`src/rtl/pin_lock_pkg.sv`:
```
// Shared definitions for the PIN lock controller: FSM state encoding,
// seconds prescaler length, blank digit code and a BCD validity helper.
package pin_lock_pkg;

    typedef enum logic [2:0] {
        LOCKED   = 3'd0,
        CHECK    = 3'd1,
        UNLOCKED = 3'd2,
        FAIL     = 3'd3,
        LOCKOUT  = 3'd4
    } lock_state_t;

    // clk_500Hz cycles per displayed second
    localparam int TICKS_PER_SEC = 500;
    localparam int PRE_W         = $clog2(TICKS_PER_SEC);

    // Digit code the 7-seg path uses for an empty position; never a PIN digit
    localparam logic [3:0] BLANK_DIGIT = 4'hF;

    // True when every nibble of a PIN is a decimal digit 0..9
    function automatic logic is_bcd_pin(input logic [15:0] pin);
        logic ok;
        ok = 1'b1;
        for (int i = 0; i < 4; i++) begin
            if ((pin[4*i +: 4] == BLANK_DIGIT) || (pin[4*i +: 4] > 4'd9)) begin
                ok = 1'b0;
            end
        end
        return ok;
    endfunction

endpackage

```
`src/rtl/lock_timer.sv`:
```
// Loadable down-counter with a done flag and a seconds prescaler.
// The counter holds (remaining ticks - 1); the prescaler and seconds
// counter are loaded so that secs always equals ceil(remaining / 500).
module lock_timer
    import pin_lock_pkg::*;
#(
    parameter int TW = 13
) (
    input  logic             clk_500Hz,
    input  logic             rst,
    input  logic             load,
    input  logic [TW-1:0]    load_val,
    input  logic [PRE_W-1:0] load_pre,
    input  logic [TW-1:0]    load_secs,
    input  logic             show_secs,
    output logic             done,
    output logic [3:0]       secs_left
);

    logic [TW-1:0]    cnt;
    logic [PRE_W-1:0] pre;
    logic [TW-1:0]    secs;
    logic             show;

    // Load on state entry, otherwise count down and stop at zero
    always_ff @(posedge clk_500Hz) begin
        if (rst) begin
            cnt  <= '0;
            pre  <= '0;
            secs <= '0;
            show <= 1'b0;
        end else if (load) begin
            cnt  <= load_val;
            pre  <= load_pre;
            secs <= load_secs;
            show <= show_secs;
        end else if (cnt != '0) begin
            cnt <= cnt - 1'b1;
            if (pre == '0) begin
                pre  <= PRE_W'(TICKS_PER_SEC - 1);
                secs <= secs - 1'b1;
            end else begin
                pre <= pre - 1'b1;
            end
        end
    end

    // Done flag and saturated seconds display
    always_comb begin
        done      = (cnt == '0);
        secs_left = 4'd0;
        if (show) begin
            secs_left = (secs > TW'(9)) ? 4'd9 : secs[3:0];
        end
    end

endmodule

```
`src/rtl/pin_lock_ctrl.sv`:
```
// PIN lock controller: compares the PIN from the keypad decoder with the
// stored PIN and runs the lock FSM (unlock window, failed-attempt count,
// timed lockout). All outputs are registered from the next state.
// Optional PIN change while unlocked: define PIN_LOCK_CHANGE_EN.
module pin_lock_ctrl
    import pin_lock_pkg::*;
#(
    parameter logic [15:0] DEFAULT_PIN   = 16'h1234,
    parameter int          MAX_TRIES     = 3,
    parameter int          UNLOCK_TICKS  = 2500,
    parameter int          FAIL_TICKS    = 500,
    parameter int          LOCKOUT_TICKS = 5000
) (
    input  logic        clk_500Hz,
    input  logic        rst,
    input  logic [15:0] userPin,
    input  logic        validPin,
    output logic        status,
    output logic        unlocked,
    output logic        fail,
    output logic        alarm,
    output logic [3:0]  tries_left,
    output logic [3:0]  secs_left
);

    localparam int MAX_UF    = (UNLOCK_TICKS > FAIL_TICKS) ? UNLOCK_TICKS : FAIL_TICKS;
    localparam int MAX_TICKS = (MAX_UF > LOCKOUT_TICKS) ? MAX_UF : LOCKOUT_TICKS;
    localparam int TW        = (MAX_TICKS > 1) ? $clog2(MAX_TICKS) : 1;

    localparam logic [3:0]       TRIES_INIT   = 4'(MAX_TRIES);
    localparam logic [TW-1:0]    UNLOCK_LOAD  = TW'(UNLOCK_TICKS - 1);
    localparam logic [TW-1:0]    UNLOCK_SECS  = TW'((UNLOCK_TICKS - 1) / TICKS_PER_SEC + 1);
    localparam logic [PRE_W-1:0] UNLOCK_PRE   = PRE_W'((UNLOCK_TICKS - 1) % TICKS_PER_SEC);
    localparam logic [TW-1:0]    FAIL_LOAD    = TW'(FAIL_TICKS - 1);
    localparam logic [TW-1:0]    LOCKOUT_LOAD = TW'(LOCKOUT_TICKS - 1);
    localparam logic [TW-1:0]    LOCKOUT_SECS = TW'((LOCKOUT_TICKS - 1) / TICKS_PER_SEC + 1);
    localparam logic [PRE_W-1:0] LOCKOUT_PRE  = PRE_W'((LOCKOUT_TICKS - 1) % TICKS_PER_SEC);

    lock_state_t      state, next;
    logic [15:0]      pin_q;
    logic [15:0]      stored_pin;
    logic [3:0]       tries_q, tries_d;
    logic             timer_load;
    logic [TW-1:0]    load_val;
    logic [PRE_W-1:0] load_pre;
    logic [TW-1:0]    load_secs;
    logic             show_secs;
    logic             timer_done;

`ifdef PIN_LOCK_CHANGE_EN
    logic pin_we;

    // Stored PIN is rewritten only by a well-formed BCD entry while unlocked
    always_ff @(posedge clk_500Hz) begin
        if (rst) begin
            stored_pin <= DEFAULT_PIN;
        end else if (pin_we) begin
            stored_pin <= userPin;
        end
    end
`else
    assign stored_pin = DEFAULT_PIN;
`endif

    // Next state and next attempt count
    always_comb begin
        next    = state;
        tries_d = tries_q;
`ifdef PIN_LOCK_CHANGE_EN
        pin_we  = 1'b0;
`endif
        unique case (state)
            LOCKED: begin
                if (validPin) next = CHECK;
            end
            CHECK: begin
                if (pin_q == stored_pin) begin
                    next    = UNLOCKED;
                    tries_d = TRIES_INIT;
                end else if (tries_q > 4'd1) begin
                    next    = FAIL;
                    tries_d = tries_q - 4'd1;
                end else begin
                    next    = LOCKOUT;
                    tries_d = 4'd0;
                end
            end
            UNLOCKED: begin
                if (validPin) begin
                    next = LOCKED;
`ifdef PIN_LOCK_CHANGE_EN
                    pin_we = is_bcd_pin(userPin);
`endif
                end else if (timer_done) begin
                    next = LOCKED;
                end
            end
            FAIL: begin
                if (timer_done) next = LOCKED;
            end
            LOCKOUT: begin
                if (timer_done) begin
                    next    = LOCKED;
                    tries_d = TRIES_INIT;
                end
            end
            default: next = LOCKED;
        endcase
    end

    // Timer reload values for the state being entered
    always_comb begin
        timer_load = (next != state);
        load_val   = '0;
        load_pre   = '0;
        load_secs  = '0;
        show_secs  = 1'b0;
        case (next)
            UNLOCKED: begin
                load_val  = UNLOCK_LOAD;
                load_pre  = UNLOCK_PRE;
                load_secs = UNLOCK_SECS;
                show_secs = 1'b1;
            end
            FAIL: begin
                load_val = FAIL_LOAD;
            end
            LOCKOUT: begin
                load_val  = LOCKOUT_LOAD;
                load_pre  = LOCKOUT_PRE;
                load_secs = LOCKOUT_SECS;
                show_secs = 1'b1;
            end
            default: ;
        endcase
    end

    // State, captured PIN, attempt count and registered indicators
    always_ff @(posedge clk_500Hz) begin
        if (rst) begin
            state    <= LOCKED;
            pin_q    <= '0;
            tries_q  <= TRIES_INIT;
            status   <= 1'b0;
            unlocked <= 1'b0;
            fail     <= 1'b0;
            alarm    <= 1'b0;
        end else begin
            state   <= next;
            tries_q <= tries_d;
            if ((state == LOCKED) && validPin) pin_q <= userPin;
            status   <= (next == CHECK) || (next == FAIL) || (next == LOCKOUT);
            unlocked <= (next == UNLOCKED);
            fail     <= (next == FAIL);
            alarm    <= (next == LOCKOUT);
        end
    end

    assign tries_left = tries_q;

    lock_timer #(
        .TW(TW)
    ) u_timer (
        .clk_500Hz (clk_500Hz),
        .rst       (rst),
        .load      (timer_load),
        .load_val  (load_val),
        .load_pre  (load_pre),
        .load_secs (load_secs),
        .show_secs (show_secs),
        .done      (timer_done),
        .secs_left (secs_left)
    );

endmodule

```
`config.mk`:
```
export PLATFORM = sky130hd
export DESIGN_NAME = pin_lock_ctrl
export DESIGN_NICKNAME = d
export VERILOG_FILES = /design/src/rtl/pin_lock_pkg.sv /design/src/rtl/lock_timer.sv /design/src/rtl/pin_lock_ctrl.sv
export SDC_FILE = /design/constraint.sdc
export NUM_CORES = 1
export LEC_CHECK = 0
export ABC_AREA = 1
export BUFFER_PORTS_ARGS = -buffer_cell sky130_fd_sc_hd__buf_4
export CAP_MARGIN = 20
export CELL_PAD_IN_SITES_DETAIL_PLACEMENT = 0
export CELL_PAD_IN_SITES_GLOBAL_PLACEMENT = 2
export CORE_MARGIN = 10
export CORE_UTILIZATION = 33
export DETAILED_ROUTE_END_ITERATION = 16
export GPL_ROUTABILITY_DRIVEN = 0
export PLACE_DENSITY = 0.78
export SLEW_MARGIN = 10
export SYNTH_ARGS = -nofsm -noshare
export SYNTH_HDL_FRONTEND = slang
export SYNTH_SLANG_ARGS = --single-unit
```
`constraint.sdc`:
```
create_clock -name clk_500Hz -period 2.76 [get_ports clk_500Hz]
set_clock_uncertainty 0.2 [all_clocks]
set_input_delay 0.552 -clock clk_500Hz [delete_from_list [all_inputs] [get_ports clk_500Hz]]
set_output_delay 0.552 -clock clk_500Hz [all_outputs]
set_load 0.01 [all_outputs]
```
==> results of run 1 <==
[state kept, by name, indices dropped and copies added, names as in the netlist]
name / count
u_timer.pre: 9
status: 1
unlocked: 1
u_timer.show: 1
alarm: 1
u_timer.secs: 13
pin_q: 16
tries_left: 4
state: 3
u_timer.cnt: 13
fail: 1
[layout by cell type, fill, tap and decap left out, types with 3 or more instances in the layout]
cell and instances:
inv_2 6, nand4_1 37, nand2_2 3, buf_4 37, xnor2_1 7, o211ai_1 6
xor2_1 17, ha_1 6, buf_12 3, nand3_1 28, inv_1 48, clkbuf_8 10
nor2_1 105, nor3_1 6, dfxtp_1 63, clkinv_2 3, nand2_1 74, o21ai_0 27
a21oi_1 27
[per-stage QoR]
stage / util, % / setup WS [ns]
floorplan: - / 0.696
CTS: 39.6 / 0.269
detailed placement: 37.7 / 0.319
finish: 39.6 / 0.293
global placement: 37.7 / 0.408
global route: 39.6 / 0.0842
[worst max-delay path: cells and delay by family, from the launching register on]
kind            cells  cell delay, ns
simple gates        3            0.46
flops               1            0.36
compound gates      2            0.35
buf+inv             2            0.20
[final timing paths]
check                                                   from                          end  slack [ns]  cells past startpoint
worst max-delay path            u_timer.secs[5]$_SDFFE_PP0P_                 secs_left[0]        0.29                      7
worst max register to register    tries_left[0]$_SDFFE_PP1P_  u_timer.cnt[6]$_SDFFE_PP0P_        0.33                     13
worst min register to register         pin_q[2]$_SDFFE_PP0P_        pin_q[2]$_SDFFE_PP0P_        0.26                      2
worst min-delay path                              userPin[6]        pin_q[6]$_SDFFE_PP0P_        0.22                      3
[kinds of logic after synthesis]
kind of cell	after synthesis	share of synthesized area (%)
XOR/XNOR	24	6.07
AO/OA/AOI/OAI	71	11.6
AND/OR/NAND/NOR	265	34.9
flip-flops	63	36.4
buffers and inverters	76	8.75
adder cells (fa/ha/maj)	6	2.17
[layout make-up]
| cell class | count | area, sq um | area share [%] |
|---|---|---|---|
| Clock inverter | 6 | 60.1 | 1.48 |
| Inverter | 55 | 206 | 5.07 |
| Multi-Input combinational cell | 366 | 1900 | 46.6 |
| Clock buffer | 10 | 138 | 3.38 |
| Tap cell | 136 | 170 | 4.18 |
| Sequential cell | 63 | 1260 | 31.0 |
| Timing Repair Buffer | 40 | 338 | 8.30 |
[power by group]
part           switching (W)  leakage [nW]  internal [W]
clock network       0.000387        0.0981      0.000437
logic                0.00171          1.26      0.000993
registers           0.000200         0.517       0.00114
total                0.00230          1.87       0.00256
[layer usage]
layer	GRT usage, %	routed length, um	up-vias
met3	2.94	357	7
met2	21.2	4350	59
met1	16.6	4500	1500
met4	3.98	94	0
li1	-	-	1724
met5	0	0	-
==> qor.yml, run 1 <==
power:
  power.density_cell_area_nw_per_um2: 1190
  totalPowerFinal_w: 0.00486
  vdd_ir_drop_max_v: 0.000388
  leakage_dissipation_nw: 1.87
run_status:
  status: "finished, final reports clean"
placed_design:
  place_inst: 660
  dp_hpwl_um: 6570
  io_buffer_count: 30
  place_area_sq_um: 3870
clocking:
  max-clock-path-buffers: 2
  htree_levels: 3
  clock-root-buffer: "clkbuf_8"
  tritoncts.num_buffers: 9
  numClockSinks: 63
  cts_tree: "yes"
  clk-insertion-delay-late_ns: 0.34
  cts_resized: 0
  cts_hold_buffers: 0
  post_cts_buffers: 0
  cts.clk_slew.worst_paths_ns: 0.08
synthesis:
  mapped_cell_area_sq_um: 3460
  syn-num-nets: 530
  share_of_synthesized_flip_flops_with_an_asynchronous_set_or_reset_pct: 0
  yosysMostFrequentCell: "nor2_1"
  synth_cell_type_count: 35
  synthFlopType: "dfxtp_1"
  yosys_warnings: 0
  yosys.area.top_type_share_pct: 36.4
  synthDominantAreaCellType: "dfxtp_1"
  ys_top_cells_by_count: "105 x nor2_1, 74 x nand2_1, 63 x dfxtp_1, 48 x inv_1, 37 x nand4_1"
  postSynthAreaPerCell_sq_um: 6.85
  yosysSeqAreaShare_pct: 36.4
  synthTopCellsByArea: "dfxtp_1 36%, nor2_1 11%, nand2_1 8.0%"
  netlist_instances: 505
  postSynthRegisterBits: 63
  synth_edf_count: 0
timing:
  grt_setup_unrepaired: "false"
  final-setup-viol-count: 0
  setup_total_negative_slack_ns: 0
  hold-worst-slack_ns: 0.224
  report.final.hold_viol_count: 0
  fin_crit_ns: 2.47
  timing.final.max_slew_violations: 0
  slew_headroom_pct: 59.0
  final_min_period_over_clock_period_pct: 89.4
  worst_slew_pin_slew_ns: 0.615
  fmaxAchievable_mhz: 405
worst_setup_path:
  cp-start-kind: "register"
  timing.critical_path.fanout_max: 5
  crit_arrival_ns: 1.72
  critical_path_required_ns: 2.01
  crit_top_cell: "nor2_1"
  critical_path.slowest_cell: "dfxtp_1"
  critical_path.endpoint_type: "output port"
  timing.critical_path.cells: "nor2_1, nand2_1, nor2_1, o211ai_1, o21ai_0, inv_1, buf_4"
  setup.worst_path.class: "reg2out"
  timing.critical_path.slowest_cell_delay_ns: 0.36
routing:
  routed_wire_length_per_instance_um: 13.7
  postRouteAntennaNets: 0
  detailroute.via_count: 3290
  drt_iter0_markers: 127
  via_density_per_instance: 4.87
  detailedRoute.firstPassIterationCount: 5
  detail_route.drc_violations: 0
  detail_route.wirelength_um: 9290
floorplan:
  die_width_um: 122
  die_y_um: 122
  rows: 37
  dieArea_sq_um: 15000
  core-area_sq_um: 10300
  start_util_pct: 33.7
  ios: 31
layout:
  areaGrowthSynthToFinish_pct: 17.6
  num_antenna_cells: 0
  nNetsFinal: 560
  drive_above_1_share_pct: 14.4
  final_cells: 676
  fillers: 1113
  final_cell_area_sq_um: 4070
flow_run:
  max_cap_violations: 0
global_routing:
  initial_antenna_violation_count: 0
  grt.total_usage_pct: 13.0
  grt.overflow.total: 0
  grt_pass1_wl_um: 15800
  pin_count_of_the_biggest_net_entering_global_routing: 52
  first_global_vias: 3277
hold_path:
  hold_class: "in2reg"
(Power assumes the default switching activity.)
==> run 2, diff against run 1 <==
--- a/config.mk
+++ b/config.mk
@@ -10,6 +10,7 @@
 export CAP_MARGIN = 20
 export CELL_PAD_IN_SITES_DETAIL_PLACEMENT = 0
 export CELL_PAD_IN_SITES_GLOBAL_PLACEMENT = 2
+export CORE_ASPECT_RATIO = 1.25
 export CORE_MARGIN = 10
 export CORE_UTILIZATION = 33
 export DETAILED_ROUTE_END_ITERATION = 16
==> run 2 against run 1 <==
Effect of this change:
- die area rose by 0.17%
- combinational power barely moved
- sequential power barely moved
- sequential share of layout area fell by 0.63 points
- maximum frequency rose by 0.24%
- first-iteration DRC count rose by 59%
- worst hold slack improved by 0.016 ns
- global-route usage fell by 0.38 points
- clock power rose by 37%
- routed wire length rose by 1.3%
- largest power group unchanged
- worst setup slack improved by 0.0060 ns
==> qor.yml, run 2 (same netlist as run 1, synthesis figures left out) <==
timing:
  fin_crit_ns: 2.46
  hold-worst-slack_ns: 0.240
  timing.final.max_slew_violations: 0
  report.final.hold_viol_count: 0
  setup_total_negative_slack_ns: 0
  layout_setup_ws_ns: 0.299
  final_min_period_over_clock_period_pct: 89.2
  grt_setup_unrepaired: "false"
  worst_slew_pin_slew_ns: 0.514
  fmaxAchievable_mhz: 406
  slew_headroom_pct: 65.5
  final-setup-viol-count: 0
routing:
  detailedRoute.firstPassIterationCount: 4
  detailroute.via_count: 3349
  drt_iter0_markers: 202
  detail_route.drc_violations: 0
  detail_route.wirelength_um: 9410
  routed_wire_length_per_instance_um: 14.0
  via_density_per_instance: 4.98
  postRouteAntennaNets: 0
clocking:
  clk-insertion-delay-late_ns: 0.33
  cts_resized: 0
  tritoncts.num_buffers: 9
  cts.clk_slew.worst_paths_ns: 0.06
  post_cts_buffers: 0
  htree_levels: 3
  numClockSinks: 63
  cts_hold_buffers: 0
  max-clock-path-buffers: 2
  clock-root-buffer: "clkbuf_16"
  cts_tree: "yes"
worst_setup_path:
  worst_r2r_endpoint: "u_timer.cnt[0]$_SDFFE_PP0P_"
  critical_path_required_ns: 2.01
  critical_path.endpoint_type: "output port"
  timing.critical_path.fanout_max: 4
  worst_setup_path_endpoint: "secs_left[3]"
  cp-start-kind: "register"
  reg2reg_from: "tries_left[0]$_SDFFE_PP1P_"
  setup.worst_path.start: "u_timer.secs[4]$_SDFFE_PP0P_"
  reg2reg_depth: 14
  crit_arrival_ns: 1.71
  setup.reg_to_reg.worst_slack_ns: 0.30
  setup.worst_path.class: "reg2out"
floorplan:
  die_width_um: 112
  core-area_sq_um: 10200
  rows: 41
  ios: 31
  die_y_um: 134
  start_util_pct: 34.1
  dieArea_sq_um: 15000
global_routing:
  grt.overflow.total: 0
  first_global_vias: 3361
  grt_pass1_wl_um: 15700
  grt.total_usage_pct: 12.6
  initial_antenna_violation_count: 0
  pin_count_of_the_biggest_net_entering_global_routing: 24
power:
  power.density_cell_area_nw_per_um2: 1250
  vdd_ir_drop_max_v: 0.000345
  power_switching_share_pct: 45.4
  leakage_dissipation_nw: 1.92
  power_frac_comb_pct: 52.6
  net_switching_power_w: 0.00235
  power.share.sequential_pct: 25.7
  clock_power_share_pct: 21.7
  power.internal_w: 0.00283
layout:
  register_area_sq_um: 1260
  drive_above_1_share_pct: 15.1
  postLayoutCoreUtil_pct: 40.9
  largest_register_ff_count: 16
  areaGrowthSynthToFinish_pct: 20.0
  multi_input_comb_area_sq_um: 1900
  num_antenna_cells: 0
  layout_commonest_cell: "nor2_1"
  layout_common_cells: "105 x nor2_1, 74 x nand2_1, 63 x dfxtp_1"
  nNetsFinal: 564
  fillers: 1097
  regMostFlops: "pin_q"
  biggestRegsByFlops: "pin_q x16, u_timer.cnt x13, u_timer.secs x13"
placed_design:
  dp_hpwl_um: 6820
  preCtsSetupSlack_ns: 0.323
  io_buffer_count: 30
hold_path:
  hold_class: "in2reg"
run_status:
  status: "finished, final reports clean"
flow_run:
  max_cap_violations: 0
## run 2: changes by cell type in the layout (fill, tap and decap cells not counted), sizes merged
cell and change:
inv +1, buf +4, clkbuf -1
## run 2: stage by stage
step / total power [W] / area [sq um] / std cells
after floorplan: 0.00338 / 3460 / 505
after global placement: 0.00411 / 3860 / 657
after detailed placement: 0.00408 / 3860 / 657
after CTS: 0.00524 / 4150 / 673
after global routing: 0.00566 / 4150 / 673
final: 0.00518 / 4150 / 673
## run 2: power by group through the flow
stage	logic (W)	clock network (W)	registers (W)
detailed placement	0.00274	0	0.00134
global placement	0.00276	0	0.00135
finish	0.00272	0.00113	0.00133
floorplan	0.00208	0	0.00130
CTS	0.00275	0.00116	0.00133
global route	0.00309	0.00121	0.00136
## run 2: per-layer routing
layer / global-route usage [%] / routed length (um) / vias up
met4: 5.65 / 221 / 0
met2: 21.4 / 4530 / 74
li1: - / - / 1733
met1: 14.6 / 4270 / 1527
met3: 3.06 / 393 / 15
met5: 0 / 0 / -
## run 2: critical path, stage by stage, from the launching register on
cell and delay [ns]:
dfxtp_1 0.35, nor2_1 0.19, nand2_1 0.09, nor2_1 0.18
o211ai_1 0.16, o21ai_0 0.20, inv_1 0.06, buf_4 0.14
## run 2: cell type report
class / instances / area share (%)
Tap cell: 129 / 3.89
Clock inverter: 7 / 1.75
Inverter: 55 / 4.97
Clock buffer: 9 / 5.42
Sequential cell: 63 / 30.4
Multi-Input combinational cell: 366 / 45.7
Timing Repair Buffer: 44 / 7.95
## run 2: worst min-delay path by stage
stage	start	depth (start not counted)	to	slack [ns]
5_1_grt	userPin[0]	3	pin_q[0]$_SDFFE_PP0P_	0.25
3_3_place_gp	pin_q[2]$_SDFFE_PP0P_	2	pin_q[2]$_SDFFE_PP0P_	0.23
6_report	userPin[8]	3	pin_q[8]$_SDFFE_PP0P_	0.24
2_1_floorplan	pin_q[2]$_SDFFE_PP0P_	2	pin_q[2]$_SDFFE_PP0P_	0.22
3_5_place_dp	pin_q[2]$_SDFFE_PP0P_	2	pin_q[2]$_SDFFE_PP0P_	0.24
4_1_cts	userPin[10]	3	pin_q[10]$_SDFFE_PP0P_	0.23
==> run 3, diff against run 2 <==
--- a/config.mk
+++ b/config.mk
@@ -13,10 +13,11 @@
 export CORE_ASPECT_RATIO = 1.25
 export CORE_MARGIN = 10
 export CORE_UTILIZATION = 33
+export CTS_CLUSTER_DIAMETER = 60
 export DETAILED_ROUTE_END_ITERATION = 16
 export GPL_ROUTABILITY_DRIVEN = 0
-export PLACE_DENSITY = 0.78
-export SLEW_MARGIN = 10
+export PLACE_DENSITY = 0.79
 export SYNTH_ARGS = -nofsm -noshare
 export SYNTH_HDL_FRONTEND = slang
+export SYNTH_HIERARCHICAL = 1
 export SYNTH_SLANG_ARGS = --single-unit
==> run 3 against run 2 <==
Effect of this change:
- power up 24%
- core utilization up 1.6 points
- register-to-register slack worse by 0.08 ns
- highest routed layer unchanged
- final area up 13%
- sequential power up 9.8%
- worst setup slack worse by 0.077 ns
- clock power up 12%
- largest power group unchanged
- count of clock-buffer cells in the layout up 1
- sequential share of layout area down 3.6 points
- critical endpoint is now u_timer/secs[0]$_SDFFE_PP0P_
==> qor.yml, run 3 <==
worst_setup_path:
  cp-start-kind: "register"
  reg2reg_depth: 19
  critical_path_required_ns: 2.79
  worst_r2r_endpoint: "u_timer/secs[0]$_SDFFE_PP0P_"
  reg2reg_from: "u_timer/cnt[0]$_SDFFE_PP0P_"
  crit_arrival_ns: 2.57
  setup.worst_path.class: "reg2reg"
  timing.critical_path.fanout_max: 13
  critical_path.endpoint_type: "register"
  setup.reg_to_reg.worst_slack_ns: 0.22
timing:
  fmaxAchievable_mhz: 394
  slew_headroom_pct: 64.5
  hold-worst-slack_ns: 0.237
  setup_total_negative_slack_ns: 0
  fin_crit_ns: 2.54
  report.final.hold_viol_count: 0
  final-setup-viol-count: 0
  timing.final.max_slew_violations: 0
  grt_setup_unrepaired: "true"
  final_min_period_over_clock_period_pct: 92.0
  worst_slew_pin_slew_ns: 0.531
  layout_setup_ws_ns: 0.222
placed_design:
  io_buffer_count: 30
  preCtsSetupSlack_ns: 0.0805
  dp_hpwl_um: 7910
  place_area_sq_um: 4250
floorplan:
  die_width_um: 115
  rows: 43
  start_util_pct: 33.8
  ios: 31
  die_y_um: 139
  core-area_sq_um: 11100
  dieArea_sq_um: 16000
synthesis:
  synthFlopType: "dfxtp_1"
  yosysMostFrequentCell: "nand2_1"
  postSynthAreaPerCell_sq_um: 6.41
  netlist_instances: 584
  synth_cell_type_count: 43
  synthDominantAreaCellType: "dfxtp_1"
  yosys_warnings: 6
  share_of_synthesized_flip_flops_with_an_asynchronous_set_or_reset_pct: 0
  synth_edf_count: 0
  synthTopCellsByArea: "dfxtp_1 34%, nand2_1 15%, nor2_1 10%"
  yosysSeqAreaShare_pct: 33.7
  postSynthRegisterBits: 63
  ys_top_cells_by_count: "154 x nand2_1, 103 x nor2_1, 63 x dfxtp_1, 53 x inv_1, 42 x o21ai_0"
  mapped_cell_area_sq_um: 3750
  yosys.area.top_type_share_pct: 33.7
routing:
  detailroute.via_count: 3743
  drt_iter0_markers: 175
  detail_route.drc_violations: 0
  postRouteAntennaNets: 0
  routed_wire_length_per_instance_um: 13.4
  via_density_per_instance: 4.76
  detail_route.wirelength_um: 10500
  detailedRoute.firstPassIterationCount: 4
hold_path:
  hold_path_depth: 3
  hold_class: "in2reg"
  holdPathEnd: "pin_q[6]$_SDFFE_PP0P_"
  min_from: "userPin[6]"
layout:
  layout_common_cells: "154 x nand2_1, 102 x nor2_1, 63 x dfxtp_1"
  areaGrowthSynthToFinish_pct: 25.8
  largest_register_ff_count: 16
  fillers: 1229
  nNetsFinal: 673
  num_antenna_cells: 0
  layout_commonest_cell: "nand2_1"
  drive_above_1_share_pct: 19.2
  final_cell_area_sq_um: 4710
  regMostFlops: "pin_q"
  biggestRegsByFlops: "pin_q x16, u_timer/cnt x13, u_timer/secs x13"
clocking:
  cts_tree: "yes"
  clk-insertion-delay-late_ns: 0.33
  max-clock-path-buffers: 2
  tritoncts.num_buffers: 9
  clock-root-buffer: "clkbuf_16"
  numClockSinks: 63
  htree_levels: 3
  cts.clk_slew.worst_paths_ns: 0.06
flow_run:
  max_cap_violations: 0
global_routing:
  grt.total_usage_pct: 13.2
  grt_pass1_wl_um: 17300
  first_global_vias: 3650
  grt.overflow.total: 0
  initial_antenna_violation_count: 0
  pin_count_of_the_biggest_net_entering_global_routing: 32
power:
  leakage_dissipation_nw: 2.25
  totalPowerFinal_w: 0.00643
  vdd_ir_drop_max_v: 0.000419
  power.density_cell_area_nw_per_um2: 1370
run_status:
  status: "finished, final reports clean"
[run 3: cell type report]
type                       instances  area, sq um  share of cell area (%)
timing repair buffer              57          448                    9.51
inverter                          61          249                    5.28
sequential                        63         1260                    26.8
clock inverter                     6         92.6                    1.96
multi-input combinational        455         2250                    47.8
tap                              135          169                    3.58
clock buffer                      10          239                    5.07
[run 3: stage by stage]
step	cells	utilization, %
final	787	42.5
after global routing	787	42.5
after CTS	780	41.4
after detailed placement	764	38.3
after global placement	764	38.3
after floorplan	596	-
[run 3: what timing repair did]
| action | CTS | global route |
|---|---|---|
| endpoints found under the hold margin | 0 | 0 |
| setup buffers | 0 | 6 |
| pin swaps | 0 | 3 |
| hold buffers | 0 | 0 |
| setup endpoints to repair | 2 | 31 |
| gates resized for setup | 1 | 21 |
| cloned | 0 | 1 |
[run 3: worst max-delay path, cell delays in order, from the launching register on]
cell     delay, ns
dfxtp_1       0.31
inv_1         0.08
ha_2          0.19
nand3_2       0.09
nor3_2        0.21
inv_2         0.09
nand2_1       0.06
nor2_1        0.04
nor2_1        0.12
nand3_1       0.09
nand2_1       0.07
nor2_1        0.03
nand2_1       0.11
inv_2         0.09
buf_4         0.14
buf_4         0.18
o21ai_1       0.18
nand2_2       0.07
nand2_1       0.07
nor2_2        0.03
[run 3: power by group]
| part | switching [W] | internal [W] | total [W] |
|---|---|---|---|
| combinational | 0.00234 | 0.00137 | 0.00371 |
| sequential | 0.000247 | 0.00122 | 0.00146 |
| clock | 0.000440 | 0.000819 | 0.00126 |
| total | 0.00303 | 0.00340 | 0.00643 |
[run 3: how the worst max path moves through the flow]
stage / to / start / slack, ns / cells after the start
4_1_cts: secs_left[2] / u_timer/secs[10]$_SDFFE_PP0P_ / 0.05 / 8
3_3_place_gp: u_timer/secs[12]$_SDFFE_PP0P_ / u_timer/cnt[9]$_SDFFE_PP0P_ / 0.13 / 19
6_report: u_timer/secs[0]$_SDFFE_PP0P_ / u_timer/cnt[0]$_SDFFE_PP0P_ / 0.22 / 19
3_5_place_dp: u_timer/secs[12]$_SDFFE_PP0P_ / u_timer/cnt[8]$_SDFFE_PP0P_ / 0.08 / 19
2_1_floorplan: u_timer/cnt[10]$_SDFFE_PP0P_ / u_timer/cnt[0]$_SDFFE_PP0P_ / 0.15 / 18
5_1_grt: u_timer/secs[10]$_SDFFE_PP0P_ / u_timer/cnt[1]$_SDFFE_PP0P_ / -0.02 / 20
[run 3: routing by layer]
| metal | up-vias | routed length (um) | track usage [%] |
|---|---|---|---|
| met4 | 0 | 211 | 6.33 |
| met2 | 62 | 5580 | 23.5 |
| met3 | 18 | 436 | 3.20 |
| li1 | 1975 | - | - |
| met1 | 1688 | 4300 | 14.0 |
| met5 | - | 0 | 0 |
[run 3: cell families (layout without fill, tap and decap cells)]
family / after synthesis / in the layout / synth area share [%]
flip-flops: 63 / 63 / 33.7
buffers and inverters: 79 / 134 / 8.98
adder cells (fa/ha/maj): 7 / 7 / 2.34
XOR/XNOR: 6 / 6 / 1.40
AO/OA/AOI/OAI: 89 / 89 / 13.0
multiplexers: 2 / 2 / 0.534
other: 1 / 13 / 0.100
AND/OR/NAND/NOR: 337 / 338 / 40.0
